[src/rtl/wb_arb_pkg.sv]
// -----------------------------------------------------------------------------
// wb_arb_pkg
// -----------------------------------------------------------------------------
// Shared definitions for the two-master Wishbone arbiter (wb_arbiter2) and its
// optional watchdog (wb_arb_timer).
//
// Contents:
//   arb_state_e      arbiter FSM states (IDLE, GNT0, GNT1)
//   GNT_NONE/M0/M1   one-hot grant encodings driven on gnt_o
//   DEFAULT_TIMEOUT  default watchdog limit in cycles
//   state_to_gnt()   maps an FSM state onto its grant encoding
// -----------------------------------------------------------------------------
package wb_arb_pkg;

   // Arbiter FSM states. GNTx means master x currently owns the slave.
   typedef enum logic [1:0] {
      IDLE = 2'd0,
      GNT0 = 2'd1,
      GNT1 = 2'd2
   } arb_state_e;

   // One-hot owner encodings presented on gnt_o.
   localparam logic [1:0] GNT_NONE = 2'b00;
   localparam logic [1:0] GNT_M0   = 2'b01;
   localparam logic [1:0] GNT_M1   = 2'b10;

   // Watchdog limit used when the instantiating design does not override it.
   localparam int DEFAULT_TIMEOUT = 255;

   // Grant vector for a given FSM state; any unused encoding reads as idle.
   function automatic logic [1:0] state_to_gnt(input arb_state_e s);
      logic [1:0] g;
      case (s)
         GNT0:    g = GNT_M0;
         GNT1:    g = GNT_M1;
         default: g = GNT_NONE;
      endcase
      return g;
   endfunction

endpackage

[src/rtl/wb_arb_timer.sv]
// -----------------------------------------------------------------------------
// wb_arb_timer
// -----------------------------------------------------------------------------
// Watchdog for the shared slave port. Counts cycles in which a strobe is
// outstanding without any termination from the slave. When the count reaches
// TIMEOUT a single-cycle timeout pulse is produced and the counter restarts,
// so the arbiter can turn it into an error termination for the owner.
//
// Only instantiated by wb_arbiter2 when WB_ARB_TIMEOUT_EN is defined.
//
// Parameters:
//   TIMEOUT    number of unterminated strobe cycles before a timeout pulse
//
// Ports:
//   clk        system clock, rising edge
//   rst        asynchronous active-high reset
//   stb_i      strobe currently presented to the slave
//   ack_i      slave acknowledge
//   err_i      slave error
//   clr_i      ownership is changing at the next edge; restart the count
//   timeout_o  single-cycle pulse when the count has reached TIMEOUT
// -----------------------------------------------------------------------------
import wb_arb_pkg::*;

module wb_arb_timer #(
   parameter int TIMEOUT = DEFAULT_TIMEOUT
) (
   input  logic clk,
   input  logic rst,
   input  logic stb_i,
   input  logic ack_i,
   input  logic err_i,
   input  logic clr_i,
   output logic timeout_o
);

   localparam int CW = $clog2(TIMEOUT + 1);

   logic [CW-1:0] count_q;
   logic [CW-1:0] count_d;
   logic          hit;

   // The count restarts on any termination, on a change of owner and on its
   // own expiry; otherwise it advances once per waiting strobe cycle.
   always_comb begin
      hit     = (count_q == CW'(TIMEOUT));
      count_d = count_q;
      if (clr_i || ack_i || err_i || hit) begin
         count_d = '0;
      end else if (stb_i) begin
         count_d = count_q + 1'b1;
      end
   end

   // Counter register.
   always_ff @(posedge clk or posedge rst) begin
      if (rst) begin
         count_q <= '0;
      end else begin
         count_q <= count_d;
      end
   end

   assign timeout_o = hit;

endmodule

[src/rtl/wb_arbiter2.sv]
// -----------------------------------------------------------------------------
// wb_arbiter2
// -----------------------------------------------------------------------------
// Two-master, one-slave Wishbone arbiter sharing a single BRAM slave port
// between the CPU data master (m0) and the CPU instruction master (m1).
//
// Ownership is registered and held for as long as the owner keeps its cyc
// high. Simultaneous requests from idle are resolved round-robin against the
// most recent owner. When the owner releases cyc while the other master is
// waiting, ownership passes directly with no idle cycle in between. The data
// path and terminations are purely combinational through the grant mux.
//
// Configuration macro:
//   WB_ARB_TIMEOUT_EN  when defined, a watchdog (wb_arb_timer) raises a
//                      one-cycle error to the owner if the slave leaves a
//                      strobe unterminated for TIMEOUT cycles. When not
//                      defined, mx_err_o is a pure pass-through of s_err_i.
//
// Parameters:
//   AW, DW     address and data width
//   TIMEOUT    watchdog limit in cycles (only used with WB_ARB_TIMEOUT_EN)
//
// Ports:
//   wb_clk_i, wb_rst_i          clock (rising edge) and async active-high reset
//   m0_* / m1_*                 master-side Wishbone ports (data / instruction)
//      cyc_i, stb_i, we_i, sel_i, adr_i, dat_i   requests from the master
//      dat_o, ack_o, err_o                       read data and terminations
//   s_*                         slave-side Wishbone port
//      cyc_o, stb_o, we_o, sel_o, adr_o, dat_o   request to the slave
//      dat_i, ack_i, err_i                       read data and terminations
//   gnt_o                       one-hot current owner, 00 when idle
// -----------------------------------------------------------------------------
import wb_arb_pkg::*;

module wb_arbiter2 #(
   parameter int AW      = 32,
   parameter int DW      = 32,
   parameter int TIMEOUT = DEFAULT_TIMEOUT
) (
   input  logic          wb_clk_i,
   input  logic          wb_rst_i,

   input  logic          m0_cyc_i,
   input  logic          m0_stb_i,
   input  logic          m0_we_i,
   input  logic [3:0]    m0_sel_i,
   input  logic [AW-1:0] m0_adr_i,
   input  logic [DW-1:0] m0_dat_i,
   output logic [DW-1:0] m0_dat_o,
   output logic          m0_ack_o,
   output logic          m0_err_o,

   input  logic          m1_cyc_i,
   input  logic          m1_stb_i,
   input  logic          m1_we_i,
   input  logic [3:0]    m1_sel_i,
   input  logic [AW-1:0] m1_adr_i,
   input  logic [DW-1:0] m1_dat_i,
   output logic [DW-1:0] m1_dat_o,
   output logic          m1_ack_o,
   output logic          m1_err_o,

   output logic          s_cyc_o,
   output logic          s_stb_o,
   output logic          s_we_o,
   output logic [3:0]    s_sel_o,
   output logic [AW-1:0] s_adr_o,
   output logic [DW-1:0] s_dat_o,
   input  logic [DW-1:0] s_dat_i,
   input  logic          s_ack_i,
   input  logic          s_err_i,

   output logic [1:0]    gnt_o
);

   arb_state_e state_q;
   arb_state_e state_d;
   logic       last_q;
   logic       last_d;
   logic       wdog_timeout;

   // State and last-owner registers. last_q = 1 means m1 owned the slave most
   // recently; it resets to 1 so that m0 wins the first tie after reset.
   // Reset is asynchronous so an in-flight access is abandoned at once.
   always_ff @(posedge wb_clk_i or posedge wb_rst_i) begin
      if (wb_rst_i) begin
         state_q <= IDLE;
         last_q  <= 1'b1;
      end else begin
         state_q <= state_d;
         last_q  <= last_d;
      end
   end

   // Next-state logic. An owner is never pre-empted while its cyc is high.
   // On release, a waiting peer takes over at the very next edge; from idle,
   // a tie goes to whichever master did not own the slave last. The last
   // owner is updated on entry to a grant state.
   always_comb begin
      state_d = state_q;
      last_d  = last_q;
      case (state_q)
         IDLE: begin
            if (m0_cyc_i && m1_cyc_i) begin
               state_d = last_q ? GNT0 : GNT1;
            end else if (m0_cyc_i) begin
               state_d = GNT0;
            end else if (m1_cyc_i) begin
               state_d = GNT1;
            end
         end
         GNT0: begin
            if (!m0_cyc_i) begin
               state_d = m1_cyc_i ? GNT1 : IDLE;
            end
         end
         GNT1: begin
            if (!m1_cyc_i) begin
               state_d = m0_cyc_i ? GNT0 : IDLE;
            end
         end
         default: begin
            state_d = IDLE;
         end
      endcase
      if (state_d == GNT0) begin
         last_d = 1'b0;
      end else if (state_d == GNT1) begin
         last_d = 1'b1;
      end
   end

   // Grant mux. The owner's request is forwarded to the slave unchanged and
   // the slave's terminations go back to the owner only; the non-owner sees
   // its ack/err held low, which stalls it until it is granted. While idle
   // the slave sees an all-zero request.
   always_comb begin
      s_cyc_o  = 1'b0;
      s_stb_o  = 1'b0;
      s_we_o   = 1'b0;
      s_sel_o  = '0;
      s_adr_o  = '0;
      s_dat_o  = '0;
      m0_ack_o = 1'b0;
      m0_err_o = 1'b0;
      m1_ack_o = 1'b0;
      m1_err_o = 1'b0;
      case (state_q)
         GNT0: begin
            s_cyc_o  = m0_cyc_i;
            s_stb_o  = m0_stb_i;
            s_we_o   = m0_we_i;
            s_sel_o  = m0_sel_i;
            s_adr_o  = m0_adr_i;
            s_dat_o  = m0_dat_i;
            m0_ack_o = s_ack_i;
            m0_err_o = s_err_i | wdog_timeout;
         end
         GNT1: begin
            s_cyc_o  = m1_cyc_i;
            s_stb_o  = m1_stb_i;
            s_we_o   = m1_we_i;
            s_sel_o  = m1_sel_i;
            s_adr_o  = m1_adr_i;
            s_dat_o  = m1_dat_i;
            m1_ack_o = s_ack_i;
            m1_err_o = s_err_i | wdog_timeout;
         end
         default: begin
         end
      endcase
   end

   // Read data is broadcast to both masters; each qualifies it with its ack.
   assign m0_dat_o = s_dat_i;
   assign m1_dat_o = s_dat_i;

   assign gnt_o = state_to_gnt(state_q);

`ifdef WB_ARB_TIMEOUT_EN
   // Watchdog on the shared port. A change of owner restarts the count so a
   // newly granted master gets its full TIMEOUT window.
   wb_arb_timer #(
      .TIMEOUT (TIMEOUT)
   ) u_timer (
      .clk       (wb_clk_i),
      .rst       (wb_rst_i),
      .stb_i     (s_stb_o),
      .ack_i     (s_ack_i),
      .err_i     (s_err_i),
      .clr_i     (state_d != state_q),
      .timeout_o (wdog_timeout)
   );
`else
   // Without the watchdog the error path is a plain pass-through.
   assign wdog_timeout = 1'b0;

   // TIMEOUT is consumed only by the watchdog; this empty branch keeps the
   // parameter referenced in builds that leave the watchdog out.
   if (TIMEOUT < 1) begin : g_timeout_ref
   end
`endif

endmodule
[config.mk]
export PLATFORM = sky130hd
export DESIGN_NAME = wb_arbiter2
export DESIGN_NICKNAME = d
export VERILOG_FILES = /design/src/rtl/wb_arb_pkg.sv /design/src/rtl/wb_arb_timer.sv /design/src/rtl/wb_arbiter2.sv
export SDC_FILE = /design/constraint.sdc
export NUM_CORES = 1
export LEC_CHECK = 0
export ABC_AREA = 0
export ABC_CLOCK_PERIOD_IN_PS = 2270
export BUFFER_PORTS_ARGS = -buffer_cell sky130_fd_sc_hd__buf_2
export CAP_MARGIN = 20
export CORE_AREA = 8 8 117 119
export CTS_CLUSTER_DIAMETER = 120
export CTS_CLUSTER_SIZE = 40
export DETAILED_ROUTE_END_ITERATION = 6
export DIE_AREA = 0 0 125 127
export MAX_ROUTING_LAYER = met4
export RECOVER_POWER = 25
export SLEW_MARGIN = 25
export SYNTH_ARGS = -nofsm -noshare
export SYNTH_HDL_FRONTEND = slang
export SYNTH_SLANG_ARGS = --single-unit
[constraint.sdc]
create_clock -name wb_clk_i -period 2.27 [get_ports wb_clk_i]
set_input_delay 0.227 -clock wb_clk_i [delete_from_list [all_inputs] [get_ports wb_clk_i]]
set_output_delay 0.227 -clock wb_clk_i [all_outputs]
set_load 0.005 [all_outputs]
==> results of run 1 <==
## logic make-up (layout without fill, tap and decap cells)
group,count (synthesis),in the layout,synth area share (%)
buffers and inverters,92,237,33.1
and+or+nand+nor,81,81,26.6
AOI/OAI and AO/OA,79,79,31.2
adders and majority gates,6,6,3.97
DFF,3,3,4.03
muxes,2,2,1.12
## placed cells by master (no fill, tap or decap)
cell           count
buf_2            222
nor2b_1           73
a22oi_1           71
and2_1             5
inv_1              4
ha_1               4
buf_4              4
clkbuf_16          3
o21ai_1            2
ha_2               2
buf_12             2
dfrtp_1            2
nand3_1            1
a21boi_0           1
a31oi_1            1
a31o_1             1
mux2_2             1
a32oi_1            1
nor2_1             1
a2bb2oi_1          1
nand2b_1           1
o22ai_1            1
mux2i_1            1
clkbuf_1           1
dlygate4sd3_1      1
dfstp_2            1
## worst max-delay path by stage
stage	to	slack [ns]	startpoint
3_5_place_dp	last_q	0.46	state_q[0]
6_report	s_dat_o[5]	0.23	state_q[0]
4_1_cts	s_dat_o[5]	0.24	state_q[0]
3_3_place_gp	s_dat_o[5]	0.49	state_q[0]
2_1_floorplan	last_q	0.44	state_q[0]
5_1_grt	s_sel_o[2]	0.12	state_q[0]
## critical path: cells and delay by family, from the launching register on
kind / cells / cell delay [ns]
buffers and inverters: 3 / 0.58
flip-flops: 1 / 0.45
adder cells (fa/ha/maj): 1 / 0.26
AO/OA/AOI/OAI: 1 / 0.14
AND/OR/NAND/NOR: 1 / 0.14
## metrics by stage
| step | cell area [um^2] | worst slack, ns | total power, W | util [%] |
|---|---|---|---|---|
| after global placement | 2650 | 0.485 | 0.00258 | 22.4 |
| after global routing | 2740 | 0.125 | 0.00309 | 23.2 |
| after detailed placement | 2650 | 0.461 | 0.00258 | 22.4 |
| after floorplan | 1890 | 0.440 | 0.00178 | - |
| after CTS | 2740 | 0.235 | 0.00287 | 23.2 |
| final | 2740 | 0.229 | 0.00283 | 23.2 |
## power by group through the flow
stage               registers (W)  clock network (W)  logic (W)
floorplan                0.000107                  0    0.00168
global placement         0.000113                  0    0.00247
detailed placement       0.000115                  0    0.00246
CTS                      0.000115           0.000287    0.00247
global route             0.000119           0.000293    0.00267
finish                   0.000115           0.000283    0.00243
## area by class of cell
class	count	area (um^2)	share of cell area, %
clock buffers	4	78.8	2.88
inverters	4	15.0	0.548
multi-input cells	168	1190	43.6
flip-flops and latches	3	76.3	2.79
well taps	147	184	6.72
repair buffers	229	1190	43.5
## metal layers
metal / routed length, um / up-vias
met5: 0 / -
met4: 322 / 0
met3: 677 / 30
met2: 4240 / 157
met1: 3120 / 1069
li1: - / 1148
## sequential cells by signal, summed over array words and instances (netlist names)
register	count
last_q	1
state_q	2
## timing repair
item | in CTS | in global routing
hold buffers | 1 | 0
endpoints found under the hold margin | 2 | 0
setup endpoints to repair | 0 | 0
==> summary.md, run 1 <==
| Metric | Value |
|---|---|
| Status | `finished, final reports clean` |
| Resized Gates After CTS | `0` |
| Clock skew after layout | `0.00185 ns` |
| Async SR Flop Fraction | `100%` |
| Vias in the first global route | `2486` |
| FF-to-FF End | `last_q` |
| Worst endpoint required time | `2.04 ns` |
| Gr busiest metal | `met2` |
| GRT overflow | `0` |
| Fin. Hold Viols | `0` |
| Yosys top cell area share | `28.2%` |
| Worst r2r src | `state_q[0]` |
| Clock share of power | `10.0%` |
| Pre-antenna DRT Iters | `4` |
| Port Buffers | `222` |
| Non-Filler Instances | `555` |
| GRT met2 Usage | `17.4%` |
| Sink Count | `3` |
| Die area | `0.0159 mm^2` |
| Filler instances | `around 1300` |
| Dominant cell type by area after synthesis | `a22oi_1` |
| Worst EP arrival | `1.81 ns` |
| Global-route wire length before repair | `12.2 mm` |
| Syn nets | `447` |
| Rows | `40` |
| R2r setup slk | `0.48 ns` |
| Dpl cells | `550` |
| Worst slew pin tran | `around 0.33 ns` |
| Flops & latches, synth | `3` |
| Skew-Pair Late Insertion Delay | `between 0.2 and 0.25 ns` |
| Global routing usage on met3 | `2.12%` |
| Combinational power share | `between 80% and 90%` |
| Max-Cap Viols | `0` |
| Die H | `127 um` |
| H-tree levels | `1` |
| Worst hold stages | `3` |
| Drt wl/cell | `15.1 um` |
| Tcrit/Tclk final | `89.9%` |
| P_leak | `1.44 nW` |
| Slowest stage delay, CP | `0.45 ns` |
| Synthesized netlist cell count | `between 200 and 300` |
| Cell Int Power | `0.00154 W` |
| Flop pwr share | `4.1%` |
| M1 GR Usage | `9.16%` |
| Hold Path End | `state_q[1]` |
| Crit-path cells | `inv_1 -> ha_2 -> buf_4 -> a22oi_1 -> nor2b_1 -> buf_2` |
| YS warnings | `0` |
| PwrDens | `1030 mW/mm^2` |
| # setup viols final | `0` |
| Slew Limit Fails | `0` |
| Die width | `125 um` |
| Worst Setup Start Kind | `flip-flop` |
| RSZ-0062 raised after global routing | `no` |
| IO Count | `between 300 and 400` |
| Most frequent cell after synthesis | `nor2b_1` |
| Detailed-route wire length | `8.36 mm` |
| Layout area overhead | `44.8%` |
| Top FF cell, synth | `dfrtp_1` |
| Initial Util | `16.0%` |
| Achievable Freq | `between 400 and 500 MHz` |
| Core ar. | `0.0118 mm^2` |
| Initial antenna violation count | `0` |
| Total CTS buffers | `3` |
| Critical path's slowest cell | `dfrtp_1` |
| Total GRT Usage | `9.46%` |
| Setup Crit Path Kind | `reg2out` |
| Vias per cell | `between 4 and 5` |
| HPWL after DPL | `between 7 and 8 mm` |
| CP endpoint kind | `primary output` |
| VDD IR max | `0.474 mV` |
| Max transition margin | `roughly four fifths` |
| Synth top area cells | `a22oi_1 (28%), buf_4 (28%), nor2b_1 (24%)` |
| CTS Root Cell | `clkbuf_16` |
| Starting DRT DRC Count | `51` |
| Vias | `2404` |
| Share of cells above drive strength 1 | `57.6%` |
| Clock Path Buffers | `2` |
| Avg Synthesized Cell Area | `7.19 um^2` |
| Switching fraction of total power | `45.6%` |
| Number of flops mapped to enable cells by yosys | `0` |
| Cell area after synthesis | `between 0.0015 and 0.002 mm^2` |
| Largest net degree at the start of global routing | `72` |
| Layout Nets | `593` |
| CTS tree | `built` |
| Reg2reg path depth | `7` |
| Postcts setup bufs | `0` |
| Hold_ws | `0.389 ns` |
| Antenna-violating nets left | `0` |
| Worst-path clk slew | `0.03 ns` |
| Beginning of the worst hold path | `m0_cyc_i` |
| DR DRC count | `0` |
| Sw power | `0.00129 W` |
| Final min period | `2.04 ns` |
| CP max FO | `32` |
| Synth top cells by count | `nor2b_1 (73), a22oi_1 (71), buf_4 (71)` |
| Setup TNS | `0 ns` |
| RD Place Congestion | `0.844` |
| Worst hold-check path type | `in2reg` |
| Distinct cells, synth | `23` |
| Post-synthesis sequential area ratio | `4.03%` |
| Antenna cells | `0` |
Power figures use the tool's default switching activity.
==> run 2: changes to the inputs <==
--- a/config.mk
+++ b/config.mk
@@ -9,11 +9,12 @@
 export ABC_CLOCK_PERIOD_IN_PS = 2270
 export BUFFER_PORTS_ARGS = -buffer_cell sky130_fd_sc_hd__buf_2
 export CAP_MARGIN = 20
-export CORE_AREA = 8 8 117 119
+export CORE_AREA = 2 2 122 124
+export CTS_BUF_LIST = sky130_fd_sc_hd__clkbuf_8
 export CTS_CLUSTER_DIAMETER = 120
 export CTS_CLUSTER_SIZE = 40
 export DETAILED_ROUTE_END_ITERATION = 6
-export DIE_AREA = 0 0 125 127
+export DIE_AREA = 0 0 124 126
 export MAX_ROUTING_LAYER = met4
 export RECOVER_POWER = 25
 export SLEW_MARGIN = 25
==> run 2 against run 1 <==
Sequential share of layout area about the same. Via count down 1.0%. Hold slack worse by 0.0061 ns. Die area down 1.6%. Cell count up 6.8%. First-iteration DRC count up 51%. Power down 3.8%. Wire length down 16%. Worst setup slack worse by 0.042 ns. Clock power down 46%. Sequential cell count unchanged.
==> summary.md, run 2 (synthesis gave the netlist of run 1 again) <==
| Metric | Value |
|---|---|
| Status | `finished, final reports clean (unchanged)` |
| CTS tree | `built (unchanged)` |
| Beginning of the worst hold path | `m1_cyc_i (was m0_cyc_i)` |
| Hold_ws | `0.383 ns (was 0.389 ns)` |
| Largest net degree at the start of global routing | `43 (was 72)` |
| Antenna-violating nets left | `0 (unchanged)` |
| RD Place Congestion | `0.765 (was 0.844)` |
| Worst hold stages | `3 (unchanged)` |
| Hold Path End | `state_q[1] (unchanged)` |
| Setup TNS | `0 ns (unchanged)` |
| Total CTS buffers | `3 (unchanged)` |
| Worst hold-check path type | `in2reg (unchanged)` |
| Filler instances | `1637 (was 1334)` |
| IO Count | `319 (unchanged)` |
| Worst r2r src | `state_q[0] (unchanged)` |
| Skew-Pair Late Insertion Delay | `0.22 ns (was 0.23 ns)` |
| Worst slew pin tran | `0.311 ns (was 0.326 ns)` |
| PwrDens | `979 mW/mm^2 (was 1030 mW/mm^2)` |
| Reg2reg path depth | `7 (unchanged)` |
| Clock skew after layout | `0.000317 ns (was 0.00185 ns)` |
| Most frequent cells in the layout | `buf_2 (222), nor2b_1 (73), a22oi_1 (71) (unchanged)` |
| Core ar. | `0.0143 mm^2 (was 0.0118 mm^2)` |
| H-tree levels | `1 (unchanged)` |
| Max transition margin | `79.3% (was 78.3%)` |
| CP top delay family | `buffers and inverters (unchanged)` |
| Initial antenna violation count | `0 (unchanged)` |
| Fin. Hold Viols | `0 (unchanged)` |
| Antenna cells | `0 (unchanged)` |
| CTS Root Cell | `clkbuf_8 (was clkbuf_16)` |
| HPWL after DPL | `5.82 mm (was 7.00 mm)` |
| Total GRT Usage | `8.33% (was 9.46%)` |
| Die width | `124 um (was 125 um)` |
| Share of cells above drive strength 1 | `57.9% (was 57.6%)` |
| Biggest register | `state_q (unchanged)` |
| Worst Setup Start Kind | `flip-flop (unchanged)` |
| Die area | `0.0156 mm^2 (was 0.0159 mm^2)` |
| Worst EP arrival | `1.86 ns (was 1.81 ns)` |
| R2r setup slk | `0.37 ns (was 0.48 ns)` |
| Detailed-route wire length | `7.02 mm (was 8.36 mm)` |
| Slew Limit Fails | `0 (unchanged)` |
| # setup viols final | `0 (unchanged)` |
| Worst-path clk slew | `0.03 ns (about the same)` |
| Global-route wire length before repair | `10.2 mm (was 12.2 mm)` |
| Buf/Inv on CP | `3 (unchanged)` |
| Port Buffers | `222 (unchanged)` |
| Sink Count | `3 (unchanged)` |
| CP endpoint kind | `primary output (unchanged)` |
| CP max FO | `26 (was 32)` |
| Max reg flops | `2 (unchanged)` |
| Most common cell after layout, fill and taps aside | `buf_2 (unchanged)` |
| Slowest stage delay, CP | `0.48 ns (was 0.45 ns)` |
| Critical path's slowest cell | `ha_2 (was dfrtp_1)` |
| Initial Util | `13.2% (was 16.0%)` |
| Drt wl/cell | `11.8 um (was 15.1 um)` |
| Clock Path Buffers | `2 (unchanged)` |
| Largest regs | `state_q x2, last_q x1 (unchanged)` |
| Setup Crit Path Kind | `reg2out (unchanged)` |
| Starting DRT DRC Count | `77 (was 51)` |
| Layout Nets | `594 (was 593)` |
| Vias per cell | `4.01 (was 4.33)` |
| Postcts setup bufs | `0 (unchanged)` |
| Max-Cap Viols | `0 (unchanged)` |
| Tcrit/Tclk final | `91.7% (was 89.9%)` |
| Achievable Freq | `480 MHz (was 490 MHz)` |
| DR DRC count | `0 (unchanged)` |
| Vias | `2380 (was 2404)` |
| VDD IR max | `0.333 mV (was 0.474 mV)` |
| RSZ-0062 raised after global routing | `no (unchanged)` |
| GRT overflow | `0 (unchanged)` |
| Crit-path cells | `inv_1 -> ha_2 -> buf_4 -> nor2b_1 -> buf_2 (was inv_1 -> ha_2 -> buf_4 -> a22oi_1 -> nor2b_1 -> buf_2)` |
| Pre-antenna DRT Iters | `4 (unchanged)` |
| Layout area overhead | `46.8% (was 44.8%)` |
| Rows | `44 (was 40)` |
| Final min period | `2.08 ns (was 2.04 ns)` |
| Vias in the first global route | `2160 (was 2486)` |
| FF-to-FF End | `last_q (unchanged)` |
| Die H | `126 um (was 127 um)` |
| Worst endpoint required time | `2.04 ns (about the same)` |
| P_leak | `1.43 nW (was 1.44 nW)` |
## run 2: cell count changes in the layout (fill, tap and decap cells not counted), sizes merged
| cell | change |
|---|---|
| inv | +1 |
| buf | +1 |
| clkbuf | -1 |
## run 2: metrics by stage
step / setup slack [ns] / cells / util [%] / instance area (um^2) / total power [W]
2_1_floorplan: 0.440 / 263 / - / 1890 / 0.00178
3_3_place_gp: 0.347 / 588 / 19.0 / 2720 / 0.00258
3_5_place_dp: 0.365 / 588 / 19.0 / 2720 / 0.00258
4_1_cts: 0.114 / 593 / 19.4 / 2770 / 0.00275
5_1_grt: 0.0293 / 593 / 19.4 / 2780 / 0.00306
6_report: 0.187 / 593 / 19.4 / 2780 / 0.00272
## run 2: power breakdown
group	internal (W)	total (W)	switching [W]	leakage, nW
sequential	0.0000834	0.000116	0.0000323	0.0359
combinational	0.00126	0.00245	0.00119	1.37
clock	0.000115	0.000153	0.0000380	0.0269
total	0.00146	0.00272	0.00126	1.43
## run 2: worst max path at each step
stage | from | endpoint | cells past startpoint
after floorplan | state_q[0] | last_q | 8
after global placement | state_q[0] | last_q | 7
after detailed placement | state_q[1] | s_adr_o[16] | 5
after CTS | state_q[1] | s_adr_o[16] | 5
after global routing | state_q[1] | s_dat_o[28] | 5
final | state_q[1] | s_dat_o[28] | 5
## run 2: final cells by class
cell class	count	area, um^2	share of cell area (%)
clock buffer	3	41.3	1.49
clock inverter	1	3.75	0.135
inverter	4	15.0	0.541
multi-input combinational	168	1200	43.1
sequential	3	76.3	2.75
tap	184	230	8.29
timing repair buffer	230	1210	43.7
## run 2: what timing repair did
item | CTS | global route
hold buffers | 1 | 0
hold endpoints to repair | 2 | 0
setup endpoints to repair | 0 | 14
resized for setup | 0 | 1
## run 2: routing by layer
metal	vias up	global-route usage [%]	routed length (um)	part of all wire, %
met5	-	-	0	0
met4	0	3.77	273	3.9
met2	154	15.1	3460	49
met1	1038	8.73	2600	37
li1	1150	-	-	-
met3	38	1.27	690	9.8
## run 2: worst register-to-register path: cells and delay by family (launching register included)
kind                       cells  cell delay, ns
and+or+nand+nor                1            0.17
DFF                            1            0.44
adders and majority gates      2            0.64
buffers and inverters          1            0.12
AOI/OAI and AO/OA              2            0.28
muxes                          1            0.19
